### src/rtl/ara_eoc_pkg.sv
`default_nettype none
// +----------------------------------------------------------------------------+
// | ara_eoc_pkg                                                                |
// | Shared types and constants for the Ara end-of-computation monitor.         |
// | Rev 1.0 - initial release                                                  |
// +----------------------------------------------------------------------------+
package ara_eoc_pkg;

    typedef enum logic [1:0] {
        IDLE  = 2'd0,
        RUN   = 2'd1,
        DRAIN = 2'd2,
        DONE  = 2'd3
    } state_e;

    // Widest code carried per channel; exit words up to 64 bits are supported.
    localparam int unsigned MaxCodeWidth = 63;

    typedef struct packed {
        logic                    reported;
        logic [MaxCodeWidth-1:0] code;
    } chan_status_t;

    localparam logic [MaxCodeWidth-1:0] ExitCodeTimeout = '1;

    function automatic logic code_failed(input chan_status_t s);
        return s.reported && (s.code != '0);
    endfunction

endpackage
`default_nettype wire

### src/rtl/ara_eoc_channel.sv
`default_nettype none
// +----------------------------------------------------------------------------+
// | ara_eoc_channel                                                            |
// | Sticky per-channel exit-word latch: first report wins, later ones ignored. |
// | Rev 1.0 - initial release                                                  |
// +----------------------------------------------------------------------------+
module ara_eoc_channel
    import ara_eoc_pkg::*;
#(
    parameter int unsigned ExitWidth = 64
) (
    input  logic                 clk_i,
    input  logic                 rst_ni,
    input  logic                 en,
    input  logic [ExitWidth-1:0] exit_word,
    output logic                 reported,
    output chan_status_t         status_next
);

    chan_status_t status;

    // status_next is exported so the monitor can react in the same cycle the
    // report arrives, rather than one cycle after the latch updates.
    always_comb begin
        status_next = status;
        if (en && !status.reported && exit_word[0]) begin
            status_next.reported = 1'b1;
            status_next.code     = MaxCodeWidth'(exit_word[ExitWidth-1:1]);
        end
    end

    always_ff @(posedge clk_i or negedge rst_ni) begin
        if (!rst_ni) begin
            status <= '0;
        end else begin
            status <= status_next;
        end
    end

    assign reported = status.reported;

endmodule
`default_nettype wire

### src/rtl/ara_eoc_monitor.sv
`default_nettype none
// +----------------------------------------------------------------------------+
// | ara_eoc_monitor                                                            |
// | Multi-channel end-of-computation monitor: run counter, fail-fast, drain,   |
// | finish pulse. Optional watchdog enabled by ARA_EOC_WATCHDOG_EN.            |
// | Rev 1.0 - initial release                                                  |
// +----------------------------------------------------------------------------+
module ara_eoc_monitor
    import ara_eoc_pkg::*;
#(
    parameter int unsigned NrChannels    = 1,
    parameter int unsigned ExitWidth     = 64,
    parameter int unsigned CntWidth      = 64,
    parameter int unsigned DrainCycles   = 4,
    parameter int unsigned TimeoutCycles = 1000000,
    localparam int unsigned ChanWidth    = (NrChannels > 1) ? $clog2(NrChannels) : 1
) (
    input  logic                                 clk_i,
    input  logic                                 rst_ni,
    input  logic                                 start_i,
    input  logic [NrChannels-1:0][ExitWidth-1:0] exit_i,
    output logic [NrChannels-1:0]                reported_o,
    output logic                                 done_o,
    output logic                                 finish_o,
    output logic                                 fail_o,
    output logic                                 timeout_o,
    output logic [ChanWidth-1:0]                 fail_chan_o,
    output logic [ExitWidth-2:0]                 exit_code_o,
    output logic [CntWidth-1:0]                  cycles_o,
    output state_e                               state_o
);

    localparam int unsigned          DrainWidth = (DrainCycles > 1) ? $clog2(DrainCycles) : 1;
    localparam logic [DrainWidth-1:0] DrainLoad = DrainWidth'(DrainCycles - 1);

    logic         in_run;
    chan_status_t chan_next [NrChannels];

    assign in_run = (state_o == RUN);

    for (genvar i = 0; i < NrChannels; i++) begin : g_chan
        ara_eoc_channel #(
            .ExitWidth (ExitWidth)
        ) u_chan (
            .clk_i       (clk_i),
            .rst_ni      (rst_ni),
            .en          (in_run),
            .exit_word   (exit_i[i]),
            .reported    (reported_o[i]),
            .status_next (chan_next[i])
        );
    end

    logic                 all_reported;
    logic                 any_fail;
    logic [ChanWidth-1:0] first_chan;
    logic [ExitWidth-2:0] first_code;
    logic                 exit_cond;

    // Scan high-to-low so the lowest failing index is the last one written.
    always_comb begin
        all_reported = 1'b1;
        any_fail     = 1'b0;
        first_chan   = '0;
        first_code   = '0;
        for (int i = int'(NrChannels) - 1; i >= 0; i--) begin
            all_reported = all_reported & chan_next[i].reported;
            if (code_failed(chan_next[i])) begin
                any_fail   = 1'b1;
                first_chan = ChanWidth'(i);
                first_code = chan_next[i].code[ExitWidth-2:0];
            end
        end
    end

    assign exit_cond = all_reported | any_fail;

`ifdef ARA_EOC_WATCHDOG_EN
    logic timeout_hit;
    assign timeout_hit = !exit_cond && (64'(cycles_o) == 64'(TimeoutCycles - 1));
`else
    assign timeout_o = 1'b0;
`endif

    logic [DrainWidth-1:0] drain_cnt;

    always_ff @(posedge clk_i or negedge rst_ni) begin
        if (!rst_ni) begin
            state_o     <= IDLE;
            drain_cnt   <= '0;
            cycles_o    <= '0;
            done_o      <= 1'b0;
            finish_o    <= 1'b0;
            fail_o      <= 1'b0;
            fail_chan_o <= '0;
            exit_code_o <= '0;
`ifdef ARA_EOC_WATCHDOG_EN
            timeout_o   <= 1'b0;
`endif
        end else begin
            finish_o <= 1'b0;
            case (state_o)
                IDLE: begin
                    if (start_i) begin
                        state_o <= RUN;
                    end
                end
                RUN: begin
                    if (exit_cond) begin
                        state_o     <= DRAIN;
                        drain_cnt   <= DrainLoad;
                        fail_o      <= any_fail;
                        fail_chan_o <= first_chan;
                        exit_code_o <= first_code;
`ifdef ARA_EOC_WATCHDOG_EN
                    end else if (timeout_hit) begin
                        state_o     <= DRAIN;
                        drain_cnt   <= DrainLoad;
                        fail_o      <= 1'b1;
                        timeout_o   <= 1'b1;
                        fail_chan_o <= '0;
                        exit_code_o <= ExitCodeTimeout[ExitWidth-2:0];
`endif
                    end else if (cycles_o != '1) begin
                        // Counter holds its last RUN value once we leave RUN.
                        cycles_o <= cycles_o + CntWidth'(1);
                    end
                end
                DRAIN: begin
                    if (drain_cnt == '0) begin
                        state_o  <= DONE;
                        done_o   <= 1'b1;
                        finish_o <= 1'b1;
                    end else begin
                        drain_cnt <= drain_cnt - DrainWidth'(1);
                    end
                end
                default: begin
                end
            endcase
        end
    end

endmodule
`default_nettype wire
### config.mk
export PLATFORM = sky130hd
export DESIGN_NAME = ara_eoc_monitor
export DESIGN_NICKNAME = d
export VERILOG_FILES = /design/src/rtl/ara_eoc_pkg.sv /design/src/rtl/ara_eoc_channel.sv /design/src/rtl/ara_eoc_monitor.sv
export SDC_FILE = /design/constraint.sdc
export NUM_CORES = 1
export LEC_CHECK = 0
export ABC_AREA = 1
export BUFFER_PORTS_ARGS = -buffer_cell sky130_fd_sc_hd__buf_2
export CELL_PAD_IN_SITES_DETAIL_PLACEMENT = 1
export CELL_PAD_IN_SITES_GLOBAL_PLACEMENT = 1
export CORE_MARGIN = 1.5
export CORE_UTILIZATION = 25
export CTS_BUF_LIST = sky130_fd_sc_hd__clkbuf_4 sky130_fd_sc_hd__clkbuf_8
export CTS_CLUSTER_SIZE = 20
export DETAILED_ROUTE_END_ITERATION = 10
export PLACE_DENSITY = 0.59
export SLEW_MARGIN = 20
export SYNTH_ARGS = -nofsm -noshare
export SYNTH_HDL_FRONTEND = slang
export SYNTH_SLANG_ARGS = --single-unit
### constraint.sdc
create_clock -name clk_i -period 2.5 [get_ports clk_i]
set_clock_uncertainty 0.15 [all_clocks]
set_input_delay 0.25 -clock clk_i [delete_from_list [all_inputs] [get_ports clk_i]]
set_output_delay 0.25 -clock clk_i [all_outputs]
set_load 0.02 [all_outputs]
==> impl_metrics.env <==
export IMPL_comb_power_share_pct=19.4
export IMPL_die_area_mm2=0.04037
export IMPL_num_rows=72
export IMPL_swShare_pct=32.77
export IMPL_drt_pass1_iterations=4
export IMPL_layout_commonest_cell="nand2_1"
export IMPL_viasPerCell=4.482
export IMPL_yosys_area_share_simple_pct=35.57
export IMPL_p_leak_nw=7.140
export IMPL_antenna_found_initial=0
export IMPL_hold_slack_ns=0.04451
export IMPL_synth_area_mm2=0.009793
export IMPL_period_minus_slack_ns=2.521
export IMPL_rsz0062_at_grt="yes"
export IMPL_grt_usage_pct=19.42
export IMPL_ir_drop_v=0.0003283
export IMPL_drt_iter0_markers=423
export IMPL_coreArea_mm2=0.03865
export IMPL_critical_path_top_delay_family="simple AND/OR/NAND/NOR gates"
export IMPL_cts_buffers=17
export IMPL_synth_compound_area_share_pct=2.325
export IMPL_yosysWarnings=0
export IMPL_p_sw_mw=2.261
export IMPL_synth_top_family_by_area="simple AND/OR/NAND/NOR gates"
export IMPL_power_density_mw_per_mm2=516.3
export IMPL_numClockSinks=198
export IMPL_num_fill_cells=4710
export IMPL_fin_ws_ns=-0.02060
export IMPL_yosys_area_top_type="dfrtp_1"
export IMPL_violations="setup timing"
export IMPL_status="complete, but fails checks"
export IMPL_cts_tree="built"
export IMPL_synthTopCellsByArea="dfrtp_1 51%, nand2_1 21%, nand3_1 5.2%"
export IMPL_start_kind="register"
export IMPL_detailroute_via_count=9578
export IMPL_avgSynthCellArea_um2=7.639
export IMPL_drive_gt1_share_pct=23.61
export IMPL_synth_cell_types=29
export IMPL_grt_pass1_vias=10116
export IMPL_synthToLayoutAreaGrowth_pct=36.44
export IMPL_tns_ns=-0.2663
export IMPL_overflow=0
export IMPL_pwr_share_seq_pct=48.1
export IMPL_synth_top_cell_area_share_pct=50.59
export IMPL_critPathMostFrequentCell="nand2_1"
export IMPL_cp_required_ns=2.75
export IMPL_worstMarginPinSlew_ns=0.5207
export IMPL_cp_slowest_cell="dfrtp_1"
export IMPL_slew_headroom_pct=65.29
export IMPL_path_cells="inv_2 > ha_4 > nand3_4 > buf_12 > nand2_1 > nand2_1 > nor2_1 > nand2_2 > nor2_2 > nand2_2 > nor2_4 > nand2_4 > buf_12 > buf_16 > nand3_1 > nand2_1"
export IMPL_clock_path_buffers=2
export IMPL_netlist_instances=1282
export IMPL_cts_max_level=4
export IMPL_clkPwrFrac_pct=32.4
export IMPL_grt_pass1_wl_um=59870
export IMPL_synth_adder_area_share_pct=0.7666
export IMPL_final_net_count=1678
export IMPL_io_pins=202
export IMPL_fin_crit_sh_pct=100.8
export IMPL_end_kind="register"
export IMPL_hold_class="in2reg"
export IMPL_wl_um=38420
export IMPL_slew_viol_final=0
export IMPL_postRouteAntennaNets=0
export IMPL_cp_max_fo=21
export IMPL_ff2ff_setup_slack_ns=-0.02
export IMPL_intPower_mw=4.637
export IMPL_drv_cap=0
export IMPL_final_hold_violation_count=0
export IMPL_slowest_delay_ns=0.41
export IMPL_synthXorXnorAreaFrac_pct=4.740
export IMPL_portBuffers=199
export IMPL_path_clk_slew_ns=0.12
export IMPL_die_w_um=200.9
export IMPL_power_mw=6.898
export IMPL_fp_dieH_um=200.9
export IMPL_initial_core_util_pct=25.34
export IMPL_worst_setup_path_type="reg2reg"
export IMPL_drt_wirelength_per_cell_um=17.98
export IMPL_ys_ff_latch=198
export IMPL_synth_area_mux_share_pct=0.1150
export IMPL_dpl_hpwl_um=27110
export IMPL_clock_latency_ns=0.51
export IMPL_crit_arrival_ns=2.77
export IMPL_grt_max_degree=93
export IMPL_root_buffer="clkbuf_8"
export IMPL_finalSetupViolCount=23
export IMPL_drc_errors=0
export IMPL_seq_area_frac_synth_pct=50.59
export IMPL_fmax_mhz=396.7
export IMPL_final_cell_mix="528 x nand2_1, 198 x dfrtp_1, 198 x buf_2, 110 x nor2_1, 100 x nand3_1"
export IMPL_gp_congestion=0.8597
export IMPL_critical_path_buf_inv_count=4
[metal layers]
metal	global-route usage (%)	share of wire [%]
met4	5.585	1.8
met3	3.003	3.4
met1	24.57	44
met2	34.10	51
met5	0	0
[cells by family after synthesis]
kind of cell,Yosys count
fa+ha+maj,6
other cells,1
buf+inv,128
xor+xnor,53
compound gates,45
mux,1
simple gates,850
flops,198
[repair_timing]
action	4_1_cts	5_1_grt
resized for setup	35	30
setup endpoints to repair	64	118
cloned	6	0
pin swaps	1	4
hold endpoints to repair	280	0
buffers inserted	7	3
hold buffers	59	0
[power by group through the flow]
stage	Clock (mW)	Sequential [mW]	Combinational [mW]
after floorplan	0	3.46	0.571
after global placement	0	3.37	1.20
after detailed placement	0	3.38	1.20
after CTS	2.33	3.32	1.34
after global routing	2.42	3.33	1.49
final	2.24	3.32	1.34
[synthesized netlist by cell type, drive strengths merged]
master	count
nand2	555
dfrtp	198
nor2	126
nand3	103
inv	79
o21ai	43
xor2	37
buf	30
nand4	30
nor3	29
clkbuf	19
xnor2	16
ha	6
nand3b	4
and2	2
a31oi	1
conb	1
mux2	1
o22ai	1
or2	1
[registers in the layout, summed over array words and instances (netlist names)]
name	flops
drain_cnt	2
exit_code_o	63
g_chan.u_chan.reported	1
cycles_o	64
done_o	1
state_o	2
g_chan.u_chan.status	63
finish_o	1
fail_o	1
[worst reg2reg max path: cells and delay by family, from the launching register on]
family	cells	cell delay, ns
adders and majority gates	1	0.17
and+or+nand+nor	11	1.10
DFF	1	0.41
buffers and inverters	4	0.58
[worst paths after layout]
kind	startpoint	to	depth (start not counted)
min reg2reg	done_o	done_o	1
max in group asynchronous	rst_ni	g_chan[0].u_chan.status[12]	3
max reg2reg	state_o[1]	exit_code_o[36]	16
max	state_o[1]	exit_code_o[36]	16
min in group asynchronous	rst_ni	g_chan[0].u_chan.status[52]	2
min	exit_i[31]	g_chan[0].u_chan.status[30]	4
[metrics by stage]
stage	utilization, %	setup slack, ns	area [um2]	std cells
global route	34.57	-0.1484	13360	2136
detailed placement	30.74	-0.1732	11880	2029
finish	34.57	-0.02060	13360	2137
global placement	30.74	-0.08335	11880	2029
floorplan	-	0.01636	9797	1283
CTS	34.26	-0.02688	13240	2133
[cell type report]
type                            count  area [um2]  share of cell area, %
Sequential cell                   198        4955                  37.08
Multi-Input combinational cell    957        4434                  33.19
Timing Repair Buffer              352        2616                  19.58
Tap cell                          518       648.1                  4.851
Inverter                           79       296.5                  2.219
Clock buffer                       19       255.2                  1.910
Clock inverter                     13       153.9                  1.152
Antenna cell                        1       2.502                0.01873
(Power assumes the default switching activity.)
